===== src/rtl/fetch_if.sv =====
// Instruction-fetch bundle: instruction-memory req/ack port plus the decode and retire signals
// exchanged between the fetch stage (master) and the memory/datapath side (slave).
interface fetch_if;
  // imem: req stays high, with addr stable, until an ack cycle; rdata is taken only on that cycle.
  // A request may also drop without an ack when reset cancels it.
  logic        imem_req;
  logic [31:0] imem_addr;
  logic        imem_ack;
  logic [31:0] imem_rdata;
  logic [31:0] instr;
  logic        instr_valid;
  logic [5:0]  op;
  logic [5:0]  funct;
  logic [31:0] pc;
  logic [31:0] pc_plus4;
  logic        retire;
  logic [1:0]  branch;
  logic        zero;
  logic        jump;
  logic [31:0] retire_count;

  modport master (
    output imem_req, imem_addr, instr, instr_valid, op, funct, pc, pc_plus4, retire_count,
    input  imem_ack, imem_rdata, retire, branch, zero, jump
  );

  modport slave (
    input  imem_req, imem_addr, instr, instr_valid, op, funct, pc, pc_plus4, retire_count,
    output imem_ack, imem_rdata, retire, branch, zero, jump
  );
endinterface


===== src/rtl/fetch_unit.sv =====
// Non-pipelined fetch stage: holds the PC, fetches one word per instruction and
// computes the next PC from the jump/branch/zero outcome at retire.
module fetch_unit #(
  parameter logic [31:0] RESET_PC = 32'h0000_0000
) (
  input  logic       clk,
  input  logic       reset,
  fetch_if.master    bus,
  output logic [1:0] o_dbg_state
);
  typedef enum logic [1:0] {
    ST_IDLE  = 2'd0,
    ST_FETCH = 2'd1,
    ST_EXEC  = 2'd2
  } state_t;

  localparam logic [31:0] PC_INIT = {RESET_PC[31:2], 2'b00};

  state_t      r_state;
  logic [31:0] r_pc;
  logic [31:0] r_instr;
  logic [31:0] r_retire_count;

  logic [31:0] w_pc_plus4;
  logic [31:0] w_branch_off;
  logic [31:0] w_next_pc;
  logic        w_taken;

  assign w_pc_plus4   = r_pc + 32'd4;
  assign w_branch_off = {{14{r_instr[15]}}, r_instr[15:0], 2'b00};
  // branch==10 is reserved and falls through as not taken
  assign w_taken      = ((bus.branch == 2'b01) && bus.zero) ||
                        ((bus.branch == 2'b11) && !bus.zero);

  // Jump wins outright so branch/zero may be undefined on jumps.
  always_comb begin
    w_next_pc = w_pc_plus4;
    if (bus.jump) begin
      w_next_pc = {w_pc_plus4[31:28], r_instr[25:0], 2'b00};
    end else if (w_taken) begin
      w_next_pc = w_pc_plus4 + w_branch_off;
    end
  end

  always_ff @(posedge clk) begin
    if (reset) begin
      r_state        <= ST_IDLE;
      r_pc           <= PC_INIT;
      r_instr        <= 32'd0;
      r_retire_count <= 32'd0;
    end else begin
      case (r_state)
        ST_IDLE: begin
          r_state <= ST_FETCH;
        end
        ST_FETCH: begin
          if (bus.imem_ack) begin
            r_instr <= bus.imem_rdata;
            r_state <= ST_EXEC;
          end
        end
        ST_EXEC: begin
          if (bus.retire) begin
            r_pc           <= w_next_pc;
            r_retire_count <= r_retire_count + 32'd1;
            r_state        <= ST_FETCH;
          end
        end
        default: begin
          r_state <= ST_IDLE;
        end
      endcase
    end
  end

  assign bus.imem_req     = (r_state == ST_FETCH);
  assign bus.imem_addr    = r_pc;
  assign bus.instr        = r_instr;
  assign bus.instr_valid  = (r_state == ST_EXEC);
  assign bus.op           = r_instr[31:26];
  assign bus.funct        = r_instr[5:0];
  assign bus.pc           = r_pc;
  assign bus.pc_plus4     = w_pc_plus4;
  assign bus.retire_count = r_retire_count;
  assign o_dbg_state      = r_state;
endmodule


===== src/flat_wrapper.sv =====
// flat-port wrapper written by rule: the top's interface ports become plain ports
module fetch_unit_flat 
#(
  parameter logic [31:0] RESET_PC = 32'h0000_0000
)
  (clk, reset, o_dbg_state, bus_imem_req, bus_imem_addr, bus_instr, bus_instr_valid, bus_op, bus_funct, bus_pc, bus_pc_plus4, bus_retire_count, bus_imem_ack, bus_imem_rdata, bus_retire, bus_branch, bus_zero, bus_jump);
  fetch_if bus_i ();
  input  logic clk;
  input  logic reset;
  output logic [1:0] o_dbg_state;
  output wire logic [$bits(bus_i.imem_req)-1:0] bus_imem_req;
  output wire logic [$bits(bus_i.imem_addr)-1:0] bus_imem_addr;
  output wire logic [$bits(bus_i.instr)-1:0] bus_instr;
  output wire logic [$bits(bus_i.instr_valid)-1:0] bus_instr_valid;
  output wire logic [$bits(bus_i.op)-1:0] bus_op;
  output wire logic [$bits(bus_i.funct)-1:0] bus_funct;
  output wire logic [$bits(bus_i.pc)-1:0] bus_pc;
  output wire logic [$bits(bus_i.pc_plus4)-1:0] bus_pc_plus4;
  output wire logic [$bits(bus_i.retire_count)-1:0] bus_retire_count;
  input wire logic [$bits(bus_i.imem_ack)-1:0] bus_imem_ack;
  input wire logic [$bits(bus_i.imem_rdata)-1:0] bus_imem_rdata;
  input wire logic [$bits(bus_i.retire)-1:0] bus_retire;
  input wire logic [$bits(bus_i.branch)-1:0] bus_branch;
  input wire logic [$bits(bus_i.zero)-1:0] bus_zero;
  input wire logic [$bits(bus_i.jump)-1:0] bus_jump;
  assign bus_imem_req = bus_i.imem_req;
  assign bus_imem_addr = bus_i.imem_addr;
  assign bus_instr = bus_i.instr;
  assign bus_instr_valid = bus_i.instr_valid;
  assign bus_op = bus_i.op;
  assign bus_funct = bus_i.funct;
  assign bus_pc = bus_i.pc;
  assign bus_pc_plus4 = bus_i.pc_plus4;
  assign bus_retire_count = bus_i.retire_count;
  assign bus_i.imem_ack = bus_imem_ack;
  assign bus_i.imem_rdata = bus_imem_rdata;
  assign bus_i.retire = bus_retire;
  assign bus_i.branch = bus_branch;
  assign bus_i.zero = bus_zero;
  assign bus_i.jump = bus_jump;
  fetch_unit #(.RESET_PC(RESET_PC)) u_core (.clk(clk), .reset(reset), .bus(bus_i), .o_dbg_state(o_dbg_state));
endmodule

===== config.mk =====
export PLATFORM = sky130hd
export DESIGN_NAME = fetch_unit_flat
export DESIGN_NICKNAME = d
export VERILOG_FILES = /design/src/rtl/fetch_if.sv /design/src/rtl/fetch_unit.sv /design/src/flat_wrapper.sv
export SDC_FILE = /design/constraint.sdc
export NUM_CORES = 1
export LEC_CHECK = 0
export ABC_AREA = 1
export CORE_UTILIZATION = 49
export CTS_CLUSTER_DIAMETER = 200
export DETAILED_ROUTE_END_ITERATION = 16
export GPL_TIMING_DRIVEN = 0
export PLACE_DENSITY = 0.83
export SLEW_MARGIN = 40
export SYNTH_ARGS = -nofsm -noshare
export SYNTH_HDL_FRONTEND = slang
export SYNTH_SLANG_ARGS = --single-unit
export TNS_END_PERCENT = 10

===== constraint.sdc =====
create_clock -name clk -period 3.5 [get_ports clk]
set_clock_uncertainty 0.15 [all_clocks]
set_input_delay 0.7 -clock clk [delete_from_list [all_inputs] [get_ports clk]]
set_output_delay 0.7 -clock clk [all_outputs]
set_load 0.03 [all_outputs]

### Yosys cells after proc, flatten, opt, wreduce, memory -nomap -nowiden

Cells that the tools add are included.

* equality and inequality tests: 6
* multiplexer cells: 5
* add/sub/neg operators: 3
* divide/modulo/power cells: 0
* reductions and logical operators: 8
* bitwise logic cells: 0
* shifts and indexed selects: 0
* magnitude comparators: 0
* multipliers: 0

Operators with widths (number)
* $mux W32: 2
* $add A32 B1 Y32 const B: 1
* $add A32 B3 Y32 const B: 1
* $add A32 B32 Y32: 1
* $pmux W2 S3: 1
* $reduce_and A2 Y1: 3
* $eq A2 B1 Y1 const B: 2
* $eq A2 B2 Y1 const B: 2
* $mux W2: 2
* $ne A2 B1 Y1 const B: 2
* $logic_and A1 B1 Y1: 2
* $logic_not A2 Y1: 1
* $logic_not A1 Y1: 1
* $logic_or A1 B1 Y1: 1

* bits in registers: 98
* bits in latches: 0
* word-level logic and storage cells: 26
* memories kept: 0
* output and inout port bits: 176
* memory bits (writable): 0
* memory bits (read-only): 0
* input bits: 40

### Logic depth before layout (Yosys ltp)

Gate-level depths: netlist (run 1).

* depth after elaboration: 5
* mapped depth: 24
* gate-level depth less buffers: 24

### Worst setup path before layout (run 1)

Ideal clock, no wire load.

* path type: reg2reg
* from: register u_core.r_pc[2] (netlist: u_core.bus.imem_addr[2])
* to: register u_core.r_pc[28] (netlist: u_core.bus.imem_addr[28])
* stages on the path, launching flop included: 18
* period minus slack after synthesis: 3.538 ns
* required time: 3.218 ns
* buffers on the path: 0
* arrival time: 3.256 ns
* library setup time: 0.132 ns
* path slack: -0.038 ns
* cells stage by stage: dfxtp_1 inv_1 nor2_2 nand2_2 inv_2 nand3_1 xnor2_1 ha_1 a21oi_1 nand2_1 a21oi_1 nor2_1 nor2_1 nand2_1 nand2_1 nand3_1 nand2_1 a21oi_1

* word-level cells in the longest chain between the ends: 4

RTL lines
* from (decl): line fetch_unit.sv:20 `logic [31:0] r_pc;`
* from (signal assigned): line fetch_unit.sv:64 `r_pc <= w_next_pc;`
* $add A32 B3 Y32: line fetch_unit.sv:29 `assign w_pc_plus4 = r_pc + 32'd4;`
* named net bus_pc_plus4[2]: line flat_wrapper.sv:18 `output wire logic [$bits(bus_i.pc_plus4)-1:0] bus_pc_plus4;`
* $add A32 B32 Y32: line fetch_unit.sv:41 `w_next_pc = w_pc_plus4 + w_branch_off;`
* $mux W32: line fetch_unit.sv:40 `end else if (w_taken) begin`
* $mux W32: line fetch_unit.sv:38 `if (bus.jump) begin`

The timed path passes the listed nets, and every way through them passes these cells.
A chain may end at the register's enable or synchronous reset.

### Final worst setup path (run 1)

* from: register u_core.r_pc[2] (netlist: u_core.bus.imem_addr[2])
* to: output bus_pc_plus4[18]

* word-level cells in the longest chain between the ends: 1

RTL lines (line)
* $add A32 B3 Y32: fetch_unit.sv:29
* to (decl): flat_wrapper.sv:18

No other way between the ends.

==> out/results.ini, run 1 <==
[sta]
final-hold-violation-count=0
fmax_mhz=291
slew_viol_final=0
max-slew-margin-rel_pct=55.0
setup_viol=0
fin_crit_ns=3.43
worst_hold_slack_ns=0.329
rsz0062_at_grt=yes
worstMarginPinSlew_ns=0.675
finalCritPeriodShare_pct=98.0
tns_ns=0

[die]
die-height_um=128
coreArea_sq_um=15300
initial_utilization_pct=50.4
die_w_um=128
fp.dieArea_sq_um=16300
rows=45
ios=216

[grt]
grt_pass1_wl_um=43300
grt_start_max_net_pins=24
grtUsageTotal_pct=34.6
antenna_found_initial=0
gr-total-overflow=0
first_global_vias=8349

[place]
place.gp.congestion=0.967
dpl.hpwl_um=22900
numPortBuffers=207

[logic_synthesis]
avgSynthCellArea_sq_um=6.13
synth-main-ff-cell=dfxtp_1
synthArstFlopShare_pct=0
yosys_register_bits=96
yosysUniqueCellTypes=47
ys_seq_area_share_pct=24.9
yosys_warnings=0
netlist_instances=1259
synthesis.area_sq_um=7720
synth_enable_flop_cells=0

[pwr]
ir_worst_vdd_mv=0.226
power_switching_uw=835
seqPwrFrac_pct=43.9
leakage_nw=4.54
p_int_mw=1.85
clock_power_share_pct=35.0
p_comb_share_pct=21.1
sw_frac_of_total_pct=31.1
p_per_area_nw_per_um2=256

[setup_path]
crit_fanout=7
cp_data_required_time_ns=2.65
critPathTopFamily=buffers and inverters
crit_type=reg2out
startpoint_type=flop
endpoint_kind=output pin
crit_path_cell_trace=ha_4 > nand3_1 > inv_2 > nand2_1 > nor2_1 > xor2_1 > clkdlybuf4s50_1
slowest_delay_ns=0.75
cp_num_buf_inv=2
cp.arrival_ns=2.58
crit_path_top_delay_cell=clkdlybuf4s50_1

[outcome]
status=finished clean

[drt]
vias_per_cell=5.35
drt-pass1-iter-count=7
drt-initial-drc-count=757
vias=9084
drc=0
wire_per_inst_um=16.8
ant_nets=0
drt-total-wl_um=28500

[finish]
layout-drive-gt1-share_pct=10.2
num_antenna_cells=0
layout_common_cells=nand2_1 (347), clkdlybuf4s50_1 (204), inv_1 (168)
final_common_cell=nand2_1
num-fill-cells=1426
areaGrowthSynthToFinish_pct=35.9
final_nets=1560

[clock_tree]
cts-buffers-inserted=9
cts_buffer_depth=2
clock_sinks=96
post-cts-setup-buffers=0
path_clk_slew_ns=0.07
htreeDepth=3
insertion_delay_ns=0.34
cts_tree=yes
cts_root_buf=clkbuf_16

[run]
cap_violations=0

[worst_hold_path]
hp-class=reg2reg

-- path summary, 6_finish.rpt --
| kind | startpoint | end | slack, ns | cells past startpoint |
|---|---|---|---|---|
| max | u_core.bus.imem_addr[2] | bus_pc_plus4[18] | 0.07 | 7 |
| max reg2reg | u_core.bus.imem_addr[2] | u_core.bus.imem_addr[24] | 0.14 | 20 |
| min reg2reg | u_core.bus.retire_count[31] | u_core.bus.retire_count[31] | 0.33 | 2 |
| min | u_core.bus.retire_count[31] | u_core.bus.retire_count[31] | 0.33 | 2 |
-- registers in the layout, summed over array words and instances, names as in the netlist --
name / cells
u_core.bus.retire_count: 32
u_core.o_dbg_state: 2
u_core.bus.instr: 32
u_core.bus.imem_addr: 30
-- cells by family (layout without fill, tap and decap cells) --
kind of cell,count (synthesis),after routing,synth area share [%]
simple gates,627,627,35.4
compound gates,206,206,14.4
fa+ha+maj,38,38,6.26
xor+xnor,37,37,4.20
other cells,1,6,0.0486
flops,96,96,24.9
buf+inv,254,477,14.8
-- synthesized netlist by cell type, types with 7 or more instances --
| master | count | share of area (%) |
|---|---|---|
| dfxtp_1 | 96 | 25 |
| nor2_1 | 104 | 5.1 |
| buf_4 | 48 | 4.7 |
| nand3_1 | 87 | 5.6 |
| a31oi_1 | 7 | 0.57 |
| ha_1 | 37 | 6.0 |
| clkbuf_1 | 26 | 1.3 |
| a21oi_1 | 117 | 7.6 |
| nor2_2 | 9 | 0.73 |
| nand4_1 | 19 | 1.5 |
| nor3_1 | 21 | 1.4 |
| nand2_2 | 10 | 0.81 |
| xnor2_1 | 11 | 1.2 |
| xor2_1 | 26 | 3.0 |
| nand2_1 | 347 | 17 |
| inv_1 | 170 | 8.3 |
| o21ai_0 | 56 | 3.6 |
-- layer usage --
layer / track usage [%] / vias to the layer above / wire length, um
met3: 5.57 / 73 / 2620
li1: - / 4431 / -
met5: 0 / - / 0
met1: 43.8 / 4120 / 11600
met4: 13.1 / 0 / 901
met2: 58.7 / 460 / 13400
-- through the flow --
stage	util, %	cells	setup slack, ns	power (mW)	area, sq um
6_report	68.5	1698	0.0686	2.69	10500
5_1_grt	68.5	1698	-0.0585	2.77	10500
3_3_place_gp	65.8	1682	-0.239	1.75	10100
3_5_place_dp	65.8	1682	-0.312	1.75	10100
4_1_cts	67.8	1698	0.00926	2.67	10400
2_1_floorplan	-	1264	0.0450	1.51	7740
-- power by group through the flow --
stage	logic (mW)	clock network, mW	registers [mW]
finish	0.567	0.940	1.18
global route	0.603	0.988	1.18
CTS	0.559	0.937	1.17
detailed placement	0.556	0	1.20
global placement	0.550	0	1.20
floorplan	0.277	0	1.24
-- worst register-to-register path: cells and delay by family, from the launching register on --
| family | cells | cell delay [ns] |
|---|---|---|
| buf+inv | 3 | 0.40 |
| simple gates | 13 | 1.52 |
| xor+xnor | 1 | 0.20 |
| flops | 1 | 0.41 |
| compound gates | 1 | 0.05 |
| fa+ha+maj | 2 | 0.48 |
-- final cells by class --
| type | count | area (sq um) | share of cell area [%] |
|---|---|---|---|
| Buffer | 81 | 492 | 4.69 |
| Timing Repair Buffer | 207 | 2080 | 19.8 |
| Sequential cell | 96 | 1950 | 18.6 |
| Tap cell | 211 | 264 | 2.52 |
| Clock buffer | 12 | 246 | 2.35 |
| Inverter | 173 | 649 | 6.19 |
| Clock inverter | 4 | 28.8 | 0.274 |
| Multi-Input combinational cell | 914 | 4790 | 45.6 |
-- what timing repair did --
action / CTS / global route
gates resized for setup: 9 / 42
hold buffers: 0 / 0
endpoints found under the hold margin: 0 / 0
endpoints found under the setup margin: 25 / 33
Power figures use the tool's default switching activity.
==> run 2: changes to the inputs <==
--- a/config.mk
+++ b/config.mk
@@ -6,11 +6,13 @@
 export NUM_CORES = 1
 export LEC_CHECK = 0
 export ABC_AREA = 1
+export CAP_MARGIN = 0
 export CORE_UTILIZATION = 49
 export CTS_CLUSTER_DIAMETER = 200
 export DETAILED_ROUTE_END_ITERATION = 16
 export GPL_TIMING_DRIVEN = 0
 export PLACE_DENSITY = 0.83
+export SKIP_LAST_GASP = 1
 export SLEW_MARGIN = 40
 export SYNTH_ARGS = -nofsm -noshare
 export SYNTH_HDL_FRONTEND = slang
==> out/results.ini, run 2 (synthesis gave the netlist of run 1 again) <==
[die]
die-height_um=128  ; unchanged
rows=45  ; unchanged
coreArea_sq_um=15300  ; unchanged
initial_utilization_pct=50.4  ; unchanged
fp.dieArea_sq_um=16300  ; unchanged
die_w_um=128  ; unchanged
ios=216  ; unchanged

[clock_tree]
cts_buffer_depth=2  ; unchanged
cts_tree=yes  ; unchanged
cts-buffers-inserted=9  ; unchanged
cts_root_buf=clkbuf_16  ; unchanged
postCtsHoldBufs=0  ; unchanged
htreeDepth=3  ; unchanged
clock_sinks=96  ; unchanged
path_clk_slew_ns=0.07  ; about the same
insertion_delay_ns=0.34  ; about the same

[sta]
rsz0062_at_grt=yes  ; unchanged
finalCritPeriodShare_pct=99.4  ; was 98.0%
fmax_mhz=288  ; was 291 MHz
slew_viol_final=0  ; unchanged
worstMarginPinSlew_ns=0.678  ; was 0.675 ns
final-hold-violation-count=0  ; unchanged
max-slew-margin-rel_pct=54.8  ; was 55.0%
setup_viol=0  ; unchanged
fin_crit_ns=3.48  ; was 3.43 ns

[place]
numPortBuffers=207  ; unchanged
dpl.cell_count=1682  ; unchanged
place.gp.congestion=0.967  ; unchanged
place_area_sq_um=10100  ; unchanged
dpl.hpwl_um=22900  ; unchanged

[pwr]
p_comb_share_pct=21.1  ; about the same
leakage_nw=4.52  ; was 4.54 nW
p_int_mw=1.85  ; about the same
ir_worst_vdd_mv=0.226  ; about the same
power_switching_uw=832  ; was 835 uW
p_per_area_nw_per_um2=257  ; was 256 nW/um^2
seqPwrFrac_pct=43.9  ; about the same
clock_power_share_pct=35.0  ; about the same
sw_frac_of_total_pct=31.0  ; was 31.1%

[drt]
wire_per_inst_um=16.7  ; was 16.8 um
ant_nets=0  ; unchanged
drt-pass1-iter-count=5  ; was 7
vias_per_cell=5.36  ; was 5.35
drc=0  ; unchanged
drt-initial-drc-count=772  ; was 757
vias=9107  ; was 9084
drt-total-wl_um=28400  ; was 28500 um

[setup_path]
cp.arrival_ns=2.63  ; was 2.58 ns
crit_path_cell_trace=nand2_1 > nor2_2 > nand2_2 > inv_2 > nand2_2 > xnor2_1 > clkdlybuf4s50_1  ; was ha_4 > nand3_1 > inv_2 > nand2_1 > nor2_1 > xor2_1 > clkdlybuf4s50_1
crit_type=reg2out  ; unchanged
endpoint_kind=output pin  ; unchanged
crit_path_top_delay_cell=clkdlybuf4s50_1  ; unchanged
crit_top_cell=nand2_2
startpoint_type=flop  ; unchanged
crit_fanout=6  ; was 7
cp_data_required_time_ns=2.65  ; about the same
cp_num_buf_inv=2  ; unchanged
slowest_delay_ns=0.78  ; was 0.75 ns
critPathTopFamily=buffers and inverters  ; unchanged

[finish]
stdcell_area_sq_um=10400  ; was 10500 sq um
num_antenna_cells=0  ; unchanged
final_nets=1560  ; unchanged
final_common_cell=nand2_1  ; unchanged
layout-drive-gt1-share_pct=9.21  ; was 10.2%
layout_common_cells=nand2_1 (347), clkdlybuf4s50_1 (205), inv_1 (168)  ; was nand2_1 (347), clkdlybuf4s50_1 (204), inv_1 (168)
areaGrowthSynthToFinish_pct=35.3  ; was 35.9%
finalNonFillerCells=1698  ; unchanged

[grt]
antenna_found_initial=0  ; unchanged
gr-total-overflow=0  ; unchanged
grt_pass1_wl_um=43300  ; unchanged
first_global_vias=8349  ; unchanged
grt_start_max_net_pins=24  ; unchanged
grtUsageTotal_pct=34.6  ; unchanged

[worst_hold_path]
hp-class=reg2reg  ; unchanged

[run]
cap_violations=0  ; unchanged

[outcome]
status=finished clean  ; unchanged

==> run 2: layout make-up <==
class	instances	area, sq um
Buffer	81	492
Clock buffer	12	246
Clock inverter	4	28.8
Fill cell	1430	4870
Inverter	173	649
Multi-Input combinational cell	914	4750
Sequential cell	96	1940
Tap cell	211	264
Timing Repair Buffer	207	2070
==> run 2: final timing paths <==
path	cells after the start	slack, ns	start	endpoint
worst max-delay path	7	0.02	u_core.bus.imem_addr[4]	bus_pc_plus4[13]
worst min-delay path	2	0.33	u_core.bus.retire_count[31]	u_core.bus.retire_count[31]
worst max register to register	16	0.09	u_core.bus.imem_addr[12]	u_core.bus.imem_addr[16]
worst min register to register	2	0.33	u_core.bus.retire_count[31]	u_core.bus.retire_count[31]
==> run 2: routing by layer <==
| layer | global-route usage [%] | part of all wire, % | up-vias | routed length [um] |
|---|---|---|---|---|
| met5 | 0 | 0 | - | 0 |
| met4 | 13.1 | 3.0 | 0 | 863 |
| met3 | 5.57 | 8.9 | 66 | 2530 |
| met2 | 58.7 | 47 | 436 | 13300 |
| met1 | 43.8 | 41 | 4161 | 11700 |
| li1 | - | - | 4444 | - |
==> run 2: repair_timing <==
action                     4_1_cts  5_1_grt
buffers inserted                 0        0
setup endpoints to repair       25       33
gates cloned                     0        0
resized for setup                9       26
==> run 2: tightest hold or removal path, delay by kind of cell, from the launching register on <==
| kind | cells | cell delay [ns] |
|---|---|---|
| buffers and inverters | 1 | 0.06 |
| AOI/OAI and AO/OA | 1 | 0.06 |
| DFF | 1 | 0.31 |
==> run 2: stage by stage <==
step	util [%]	power, mW	setup slack, ns	TNS, ns	hold slack, ns
after floorplan	-	1.51	0.0450	0	0.438
after global placement	65.8	1.75	-0.239	-1.94	0.305
after detailed placement	65.8	1.75	-0.312	-2.88	0.318
after CTS	67.8	2.67	0.00926	0	0.327
after global routing	68.2	2.77	-0.115	-0.867	0.336
final	68.2	2.68	0.0225	0	0.329
==> run 2: power by group through the flow <==
stage	logic, mW	registers [mW]	clock network [mW]
final	0.566	1.18	0.938
after detailed placement	0.556	1.20	0
after floorplan	0.277	1.24	0
after global placement	0.550	1.20	0
after CTS	0.559	1.17	0.937
after global routing	0.602	1.18	0.988
